===== config.mk =====
export PLATFORM = sky130hd
export DESIGN_NAME = mdio_responder
export DESIGN_NICKNAME = d
export VERILOG_FILES = /design/src/rtl/mdio_pkg.sv /design/src/rtl/mdio_edge_sync.sv /design/src/rtl/mdio_responder.sv
export SDC_FILE = /design/constraint.sdc
export NUM_CORES = 1
export LEC_CHECK = 0
export ABC_CLOCK_PERIOD_IN_PS = 1950
export BUFFER_PORTS_ARGS = -buffer_cell sky130_fd_sc_hd__buf_2
export CAP_MARGIN = 20
export CORE_MARGIN = 1.5
export CORE_UTILIZATION = 51
export DETAILED_ROUTE_END_ITERATION = 8
export PLACE_DENSITY_LB_ADDON = 0.12
export SYNTH_ARGS = -nofsm -noshare
export SYNTH_HDL_FRONTEND = slang
export SYNTH_SLANG_ARGS = --single-unit

===== constraint.sdc =====
create_clock -name clk -period 1.95 [get_ports clk]
set_input_delay 0.39 -clock clk [delete_from_list [all_inputs] [get_ports clk]]
set_output_delay 0.39 -clock clk [all_outputs]
set_load 0.05 [all_outputs]

===== src/rtl/mdio_pkg.sv =====
// Shared types and constants for the Clause-22 MDIO responder.
package mdio_pkg;

    typedef enum logic [2:0] {
        IDLE,
        ST2,
        OP,
        PHYAD,
        REGAD,
        TA,
        RDATA,
        WDATA
    } state_t;

    localparam logic [1:0] OP_READ  = 2'b10;
    localparam logic [1:0] OP_WRITE = 2'b01;

    localparam int unsigned ADDR_W = 5;
    localparam int unsigned DATA_W = 16;

    // Wide enough to count 0..DATA_W
    localparam int unsigned CNT_W  = 5;

endpackage


===== src/rtl/mdio_edge_sync.sv =====
// Synchronises mdc and mdio_i into clk and produces one-clk mdc edge pulses.
module mdio_edge_sync #(
    parameter int unsigned SYNC_STAGES = 2
) (
    input  logic clk,
    input  logic reset_n,
    input  logic mdc,
    input  logic mdio_i,
    output logic mdio_s,
    output logic mdc_rise,
    output logic mdc_fall
);

    logic [SYNC_STAGES-1:0] mdc_sync;
    logic [SYNC_STAGES-1:0] mdio_sync;
    logic                   mdc_prev;

    // Equal-depth chains keep mdio aligned with the mdc edge it belongs to
    always_ff @(posedge clk) begin
        if (!reset_n) begin
            mdc_sync  <= '0;
            mdio_sync <= '0;
            mdc_prev  <= 1'b0;
        end else begin
            mdc_sync[0]  <= mdc;
            mdio_sync[0] <= mdio_i;
            for (int unsigned i = 1; i < SYNC_STAGES; i++) begin
                mdc_sync[i]  <= mdc_sync[i-1];
                mdio_sync[i] <= mdio_sync[i-1];
            end
            mdc_prev <= mdc_sync[SYNC_STAGES-1];
        end
    end

    assign mdio_s   = mdio_sync[SYNC_STAGES-1];
    assign mdc_rise =  mdc_sync[SYNC_STAGES-1] & ~mdc_prev;
    assign mdc_fall = ~mdc_sync[SYNC_STAGES-1] &  mdc_prev;

endmodule


===== src/rtl/mdio_responder.sv =====
// Clause-22 MDIO responder: decodes MAC frames and drives a register-bank strobe port.
module mdio_responder
    import mdio_pkg::*;
#(
    parameter logic [ADDR_W-1:0] PHY_ADDR      = 5'd1,
    parameter int unsigned       PREAMBLE_BITS = 32,
    parameter int unsigned       SYNC_STAGES   = 2
) (
    input  logic              clk,
    input  logic              reset_n,
    input  logic              mdc,
    input  logic              mdio_i,
    output logic              mdio_o,
    output logic              mdio_oe,
    output logic [ADDR_W-1:0] reg_addr,
    output logic              reg_rd,
    input  logic [DATA_W-1:0] reg_rdata,
    output logic              reg_wr,
    output logic [DATA_W-1:0] reg_wdata,
    output logic              busy,
    output logic              frame_err
);

    localparam int unsigned PCNT_W = $clog2(PREAMBLE_BITS + 1);

    logic mdio_s, mdc_rise, mdc_fall;

    mdio_edge_sync #(
        .SYNC_STAGES(SYNC_STAGES)
    ) u_edge_sync (
        .clk      (clk),
        .reset_n  (reset_n),
        .mdc      (mdc),
        .mdio_i   (mdio_i),
        .mdio_s   (mdio_s),
        .mdc_rise (mdc_rise),
        .mdc_fall (mdc_fall)
    );

    state_t              state_q, state_d;
    logic [PCNT_W-1:0]   pre_cnt_q, pre_cnt_d;
    logic [CNT_W-1:0]    bit_cnt_q, bit_cnt_d;
    logic                is_read_q, is_read_d;
    logic                match_q, match_d;
    logic                ta_first_q, ta_first_d;
    logic [ADDR_W-1:0]   addr_sh_q, addr_sh_d;
    logic [ADDR_W-1:0]   addr_q, addr_d;
    logic [DATA_W-1:0]   shift_q, shift_d;
    logic                oe_q, oe_d, o_q, o_d;
    logic                rd_q, rd_d, rd_late_q, rd_late_d;
    logic                wr_q, wr_d, err_q, err_d;
    logic [ADDR_W-1:0]   sh_in;

    assign sh_in = {addr_sh_q[ADDR_W-2:0], mdio_s};

    // State and datapath registers
    always_ff @(posedge clk) begin
        if (!reset_n) begin
            state_q    <= IDLE;
            pre_cnt_q  <= '0;
            bit_cnt_q  <= '0;
            is_read_q  <= 1'b0;
            match_q    <= 1'b0;
            ta_first_q <= 1'b0;
            addr_sh_q  <= '0;
            addr_q     <= '0;
            shift_q    <= '0;
            oe_q       <= 1'b0;
            o_q        <= 1'b0;
            rd_q       <= 1'b0;
            rd_late_q  <= 1'b0;
            wr_q       <= 1'b0;
            err_q      <= 1'b0;
        end else begin
            state_q    <= state_d;
            pre_cnt_q  <= pre_cnt_d;
            bit_cnt_q  <= bit_cnt_d;
            is_read_q  <= is_read_d;
            match_q    <= match_d;
            ta_first_q <= ta_first_d;
            addr_sh_q  <= addr_sh_d;
            addr_q     <= addr_d;
            shift_q    <= shift_d;
            oe_q       <= oe_d;
            o_q        <= o_d;
            rd_q       <= rd_d;
            rd_late_q  <= rd_late_d;
            wr_q       <= wr_d;
            err_q      <= err_d;
        end
    end

    // Frame decode: fields sampled on mdc rise, read data driven on mdc fall
    always_comb begin
        state_d    = state_q;
        pre_cnt_d  = pre_cnt_q;
        bit_cnt_d  = bit_cnt_q;
        is_read_d  = is_read_q;
        match_d    = match_q;
        ta_first_d = ta_first_q;
        addr_sh_d  = addr_sh_q;
        addr_d     = addr_q;
        shift_d    = shift_q;
        oe_d       = oe_q;
        o_d        = o_q;
        rd_d       = 1'b0;
        rd_late_d  = rd_q;
        wr_d       = 1'b0;
        err_d      = 1'b0;

        // Register bank answers one clk after the strobe
        if (rd_late_q) shift_d = reg_rdata;

        unique case (state_q)
            IDLE: if (mdc_rise) begin
                if (mdio_s) begin
                    if (pre_cnt_q != PCNT_W'(PREAMBLE_BITS)) pre_cnt_d = pre_cnt_q + PCNT_W'(1);
                end else begin
                    if (pre_cnt_q == PCNT_W'(PREAMBLE_BITS)) state_d = ST2;
                    pre_cnt_d = '0;
                end
            end
            ST2: if (mdc_rise) begin
                if (mdio_s) begin
                    state_d   = OP;
                    bit_cnt_d = '0;
                end else begin
                    err_d   = 1'b1;
                    state_d = IDLE;
                end
            end
            OP: if (mdc_rise) begin
                addr_sh_d = sh_in;
                if (bit_cnt_q == '0) begin
                    bit_cnt_d = CNT_W'(1);
                end else begin
                    bit_cnt_d = '0;
                    state_d   = PHYAD;
                    if ({addr_sh_q[0], mdio_s} == OP_READ) begin
                        is_read_d = 1'b1;
                    end else if ({addr_sh_q[0], mdio_s} == OP_WRITE) begin
                        is_read_d = 1'b0;
                    end else begin
                        err_d   = 1'b1;
                        state_d = IDLE;
                    end
                end
            end
            PHYAD: if (mdc_rise) begin
                addr_sh_d = sh_in;
                bit_cnt_d = bit_cnt_q + CNT_W'(1);
                if (bit_cnt_q == CNT_W'(ADDR_W - 1)) begin
                    match_d   = (sh_in == PHY_ADDR);
                    bit_cnt_d = '0;
                    state_d   = REGAD;
                end
            end
            REGAD: if (mdc_rise) begin
                addr_sh_d = sh_in;
                bit_cnt_d = bit_cnt_q + CNT_W'(1);
                if (bit_cnt_q == CNT_W'(ADDR_W - 1)) begin
                    addr_d    = sh_in;
                    rd_d      = is_read_q & match_q;
                    bit_cnt_d = '0;
                    state_d   = TA;
                end
            end
            TA: begin
                if (mdc_rise) begin
                    if (bit_cnt_q == '0) begin
                        ta_first_d = mdio_s;
                        bit_cnt_d  = CNT_W'(1);
                    end else begin
                        bit_cnt_d = '0;
                        if (match_q && !is_read_q && !(ta_first_q && !mdio_s)) begin
                            err_d   = 1'b1;
                            state_d = IDLE;
                        end else if (match_q && is_read_q) begin
                            state_d = RDATA;
                        end else begin
                            state_d = WDATA;
                        end
                    end
                end else if (mdc_fall && bit_cnt_q == CNT_W'(1) && match_q && is_read_q) begin
                    oe_d = 1'b1;
                    o_d  = 1'b0;
                end
            end
            // Counts falls only: 16 falls present D15..D0, the 17th follows the D0 rise
            RDATA: if (mdc_fall) begin
                if (bit_cnt_q == CNT_W'(DATA_W)) begin
                    oe_d    = 1'b0;
                    o_d     = 1'b0;
                    state_d = IDLE;
                end else begin
                    o_d       = shift_q[DATA_W-1];
                    shift_d   = {shift_q[DATA_W-2:0], 1'b0};
                    bit_cnt_d = bit_cnt_q + CNT_W'(1);
                end
            end
            // Also sinks the data phase of unmatched frames, with the strobe gated off
            WDATA: if (mdc_rise) begin
                shift_d   = {shift_q[DATA_W-2:0], mdio_s};
                bit_cnt_d = bit_cnt_q + CNT_W'(1);
                if (bit_cnt_q == CNT_W'(DATA_W - 1)) begin
                    wr_d      = match_q & ~is_read_q;
                    bit_cnt_d = '0;
                    state_d   = IDLE;
                end
            end
            default: state_d = IDLE;
        endcase
    end

    assign mdio_o    = o_q;
    assign mdio_oe   = oe_q;
    assign reg_addr  = addr_q;
    assign reg_rd    = rd_q;
    assign reg_wr    = wr_q;
    assign reg_wdata = shift_q;
    assign frame_err = err_q;
    assign busy      = (state_q != IDLE);

endmodule


==> qor.tcl <==
set qor(irDropWorstVdd_mv) 0.438
set qor(first_global_vias) 2539
set qor(clock_power_share_pct) 39.4
set qor(final-max-slew-violation-count) 0
set qor(firstDrtPassIters) 4
set qor(synth-edff-count) 0
set qor(drt_drc_violations_left) 0
set qor(pwr_density_cell_mw_per_mm2) 520
set qor(post_layout_minimum_cycle_time_ps) 2000
set qor(detail_route.wl_per_cell_um) 14.4
set qor(cts_inserted_buffers) 5
set qor(gp_congestion) 0.895
set qor(path_class_of_the_lowest_slack_min_delay_path) {input pin to flop}
set qor(timing.fmax_mhz) 501
set qor(hold_violations) 0
set qor(worst_path_fanout_max) 4
set qor(grt_usage_pct) 23.2
set qor(ys_seq_area_share_pct) 36.1
set qor(timing.clock.skew_ps) 10.2
set qor(n_antenna_cell) 0
set qor(clock_tree.buffer_depth) 2
set qor(tightest_slew_ps) 506
set qor(grt.overflow.total) 0
set qor(ys_dominant_reg_cell) {dfxtp_1}
set qor(worst-endpoint-required_ps) 2190
set qor(dpl_worst_slack_ps) -63.5
set qor(vias) 2723
set qor(syn_nets) 378
set qor(worst_ep_arrival_time_ps) 2230
set qor(worstSetupStartpointType) {flop}
set qor(fp.dieW_um) 78.9
set qor(min_period_over_period_pct) 102
set qor(pin_count) 47
set qor(register_area_sq_mm) 0.00107
set qor(p_int_mw) 1.50
set qor(non_filler_cells_in_the_finished_layout) 490
set qor(fin_util_pct) 66.6
set qor(p_comb_share_pct) 3.9
set qor(routed_wl_um) 7080
set qor(switching_portion_of_total_power_pct) 21.9
set qor(finalSetupViolCount) 1
set qor(area_of_all_placed_cells_without_fillers_sq_mm) 0.00369
set qor(fillerInstances) 486
set qor(nNetsFinal) 447
set qor(relSlewSlack_pct) 66.1
set qor(setup_repair_after_global_routing_missed_its_margin) {true}
set qor(clk_transition_reported_paths_ps) 100
set qor(sequentialPowerShare_pct) 56.7
set qor(grt_pass1_wl_um) 11600
set qor(starting_density_of_the_core_pct) 53.0
set qor(detailedRoute.firstIterationViolations) 133
set qor(synth_area_per_cell_sq_um) 8.44
set qor(detailed_place_hpwl_um) 4970
set qor(run_status) {finished with violations}
set qor(grt_start_max_net_pins) 36
set qor(placed_cell_area_sq_mm) 0.00344
set qor(placed_cells) 477
set qor(cts.htree.levels) 2
set qor(synth_seq_cells) 53
set qor(cts_tree) {built}
set qor(number_of_clock_sinks_seen_by_cts) 53
set qor(final_layout_size_suffix_gt1_share_pct) 33.0
set qor(warning_count_from_the_yosys_run) 0
set qor(switchingPower_mw) 0.420
set qor(end_kind) {flop}
set qor(floorplan.core_area_sq_mm) 0.00554
set qor(growth_of_design_area_from_synthesis_to_finish_pct) 25.7
set qor(syn_inst) 348
set qor(failing_checks) {setup timing}
set qor(synth-async-reset-ratio_pct) 0
set qor(viasPerCell) 5.56
set qor(ctsRootBufferMaster) {clkbuf_8}
set qor(static_leakage_nw) 1.57
set qor(worstSetupPathType) {flop to flop}
set qor(grt_antenna_before_repair) 0
set qor(maxCapViolCount) 0
set qor(finalPower_mw) 1.92
set qor(synth_area_sq_mm) 0.00294
set qor(core.rowCount) 27
set qor(die_height_um) 78.9
set qor(fp.dieArea_sq_mm) 0.00622
set qor(ant_nets) 0
set qor(clock_insertion_delay_at_the_later_pin_of_the_skew_report_ps) 310
set qor(timing.final.ws_setup_ps) -46.2
set qor(area_of_combinational_cells_with_multiple_inputs_sq_mm) 0.00181
set qor(place.port_buffers) 46
set qor(synth.lib_cells_used.distinct) 55
-- power by group through the flow --
stage / clock (mW) / combinational (mW) / sequential, mW
after CTS: 0.777 / 0.0748 / 1.09
after global routing: 0.819 / 0.0845 / 1.09
after floorplan: 0 / 0.0399 / 1.12
after global placement: 0 / 0.0739 / 1.12
after detailed placement: 0 / 0.0746 / 1.12
final: 0.757 / 0.0754 / 1.09
-- sequential cells by signal, summed over array words and instances (netlist names) --
| signal | flops |
|---|---|
| match_q | 1 |
| rd_late_q | 1 |
| u_edge_sync.mdio_sync | 2 |
| reg_addr | 5 |
| u_edge_sync.mdc_sync | 2 |
| state_q | 3 |
| mdio_o | 1 |
| reg_wr | 1 |
| reg_rd | 1 |
| is_read_q | 1 |
| reg_wdata | 16 |
| bit_cnt_q | 5 |
| u_edge_sync.mdc_prev | 1 |
| mdio_oe | 1 |
| addr_sh_q | 4 |
| pre_cnt_q | 6 |
| frame_err | 1 |
| ta_first_q | 1 |
-- cell usage after synthesis (2+ instances only) --
library cell	instances	area share, %
a211oi_1	4	1.0
a21oi_1	30	5.1
a221oi_1	2	0.60
a311oi_1	2	0.60
a31oi_1	3	0.64
and2_1	11	2.3
and3_1	2	0.43
and3b_1	2	0.60
buf_2	11	1.9
buf_4	2	0.51
clkbuf_1	10	1.3
dfxtp_1	53	36
ha_1	10	4.3
inv_1	12	1.5
mux2_2	16	6.1
mux2i_1	11	3.7
nand2_1	32	4.1
nand2b_1	6	1.3
nand3_1	24	4.1
nand3b_1	3	0.77
nand4_1	4	0.85
nand4b_1	2	0.60
nor2_1	27	3.5
nor2b_1	9	1.9
nor3_1	7	1.2
nor3b_1	3	0.77
nor4_1	2	0.43
nor4b_1	3	0.89
o211a_1	2	0.68
o21a_1	2	0.51
o21ai_0	9	1.5
o21ai_1	2	0.34
o32ai_1	2	0.60
or3_1	3	0.64
or4b_1	2	0.68
xor2_1	4	1.2
-- layer usage --
layer,vias up,part of all wire (%),track usage [%]
met5,-,0,0
met4,0,1.3,8.07
met3,10,4.4,4.14
met2,55,48,37.3
met1,1283,46,31.3
li1,1375,-,-
-- repair_timing --
item / 4_1_cts / 5_1_grt
endpoints found under the setup margin: 5 / 8
pin swaps: 3 / 2
gates resized for setup: 9 / 17
hold buffers: 0 / 0
buffers inserted: 4 / 1
-- cell usage in the layout (no fill, tap or decap), types with 3 or more instances in the layout --
| cell | instances |
|---|---|
| and2_1 | 9 |
| nand2_1 | 32 |
| nand4_1 | 4 |
| nor2b_1 | 8 |
| dfxtp_1 | 48 |
| nor3_1 | 7 |
| nand2b_1 | 6 |
| nand3b_1 | 3 |
| buf_2 | 45 |
| a211oi_1 | 4 |
| a31oi_1 | 3 |
| nand3_1 | 24 |
| xor2_1 | 4 |
| o21ai_0 | 8 |
| ha_4 | 3 |
| dfxtp_4 | 3 |
| inv_1 | 12 |
| ha_1 | 7 |
| or3_1 | 3 |
| clkbuf_8 | 5 |
| a21oi_1 | 29 |
| nor2_1 | 27 |
| buf_4 | 38 |
| mux2_2 | 16 |
| o21ai_1 | 3 |
| mux2i_1 | 11 |
-- kinds of logic (layout without fill, tap and decap cells) --
group / count (synthesis) / after routing / synth area share, %
AO/OA/AOI/OAI: 70 / 70 / 16.2
XOR/XNOR: 5 / 5 / 1.49
adder cells (fa/ha/maj): 10 / 10 / 4.26
buffers and inverters: 36 / 106 / 5.33
flip-flops: 53 / 53 / 36.1
multiplexers: 27 / 27 / 9.89
AND/OR/NAND/NOR: 147 / 147 / 26.7
-- final cells by class --
type / count / share of cell area, %
inverter: 13 / 1.32
multi-input combinational: 259 / 49.2
timing repair buffer: 85 / 14.9
clock inverter: 3 / 1.19
tap: 72 / 2.44
clock buffer: 5 / 1.86
sequential: 53 / 29.1
-- per-stage QoR --
stage / TNS (ps) / hold WS (ps)
after floorplan: 0 / 412
after global placement: -9.64 / 415
after detailed placement: -91.8 / 430
after CTS: -13.8 / 269
after global routing: -243 / 289
final: -46.2 / 274
-- path summary, 6_finish.rpt --
check / startpoint / endpoint / slack, ps / cells past startpoint
max: bit_cnt_q[1] / bit_cnt_q[2] / -50 / 8
min: mdc / u_edge_sync.mdc_sync[0] / 270 / 2
max reg2reg: bit_cnt_q[1] / bit_cnt_q[2] / -50 / 8
min reg2reg: u_edge_sync.mdio_sync[0] / u_edge_sync.mdio_sync[1] / 450 / 1
-- critical path, cell delays in order, from the launching register on --
cell,delay [ps]
dfxtp_4,370
ha_4,150
and3_4,190
ha_4,160
nor2b_2,120
o221ai_2,100
and2_4,160
or4b_1,490
a21oi_1,170
No activity file was read; power rests on OpenSTA's default activity.
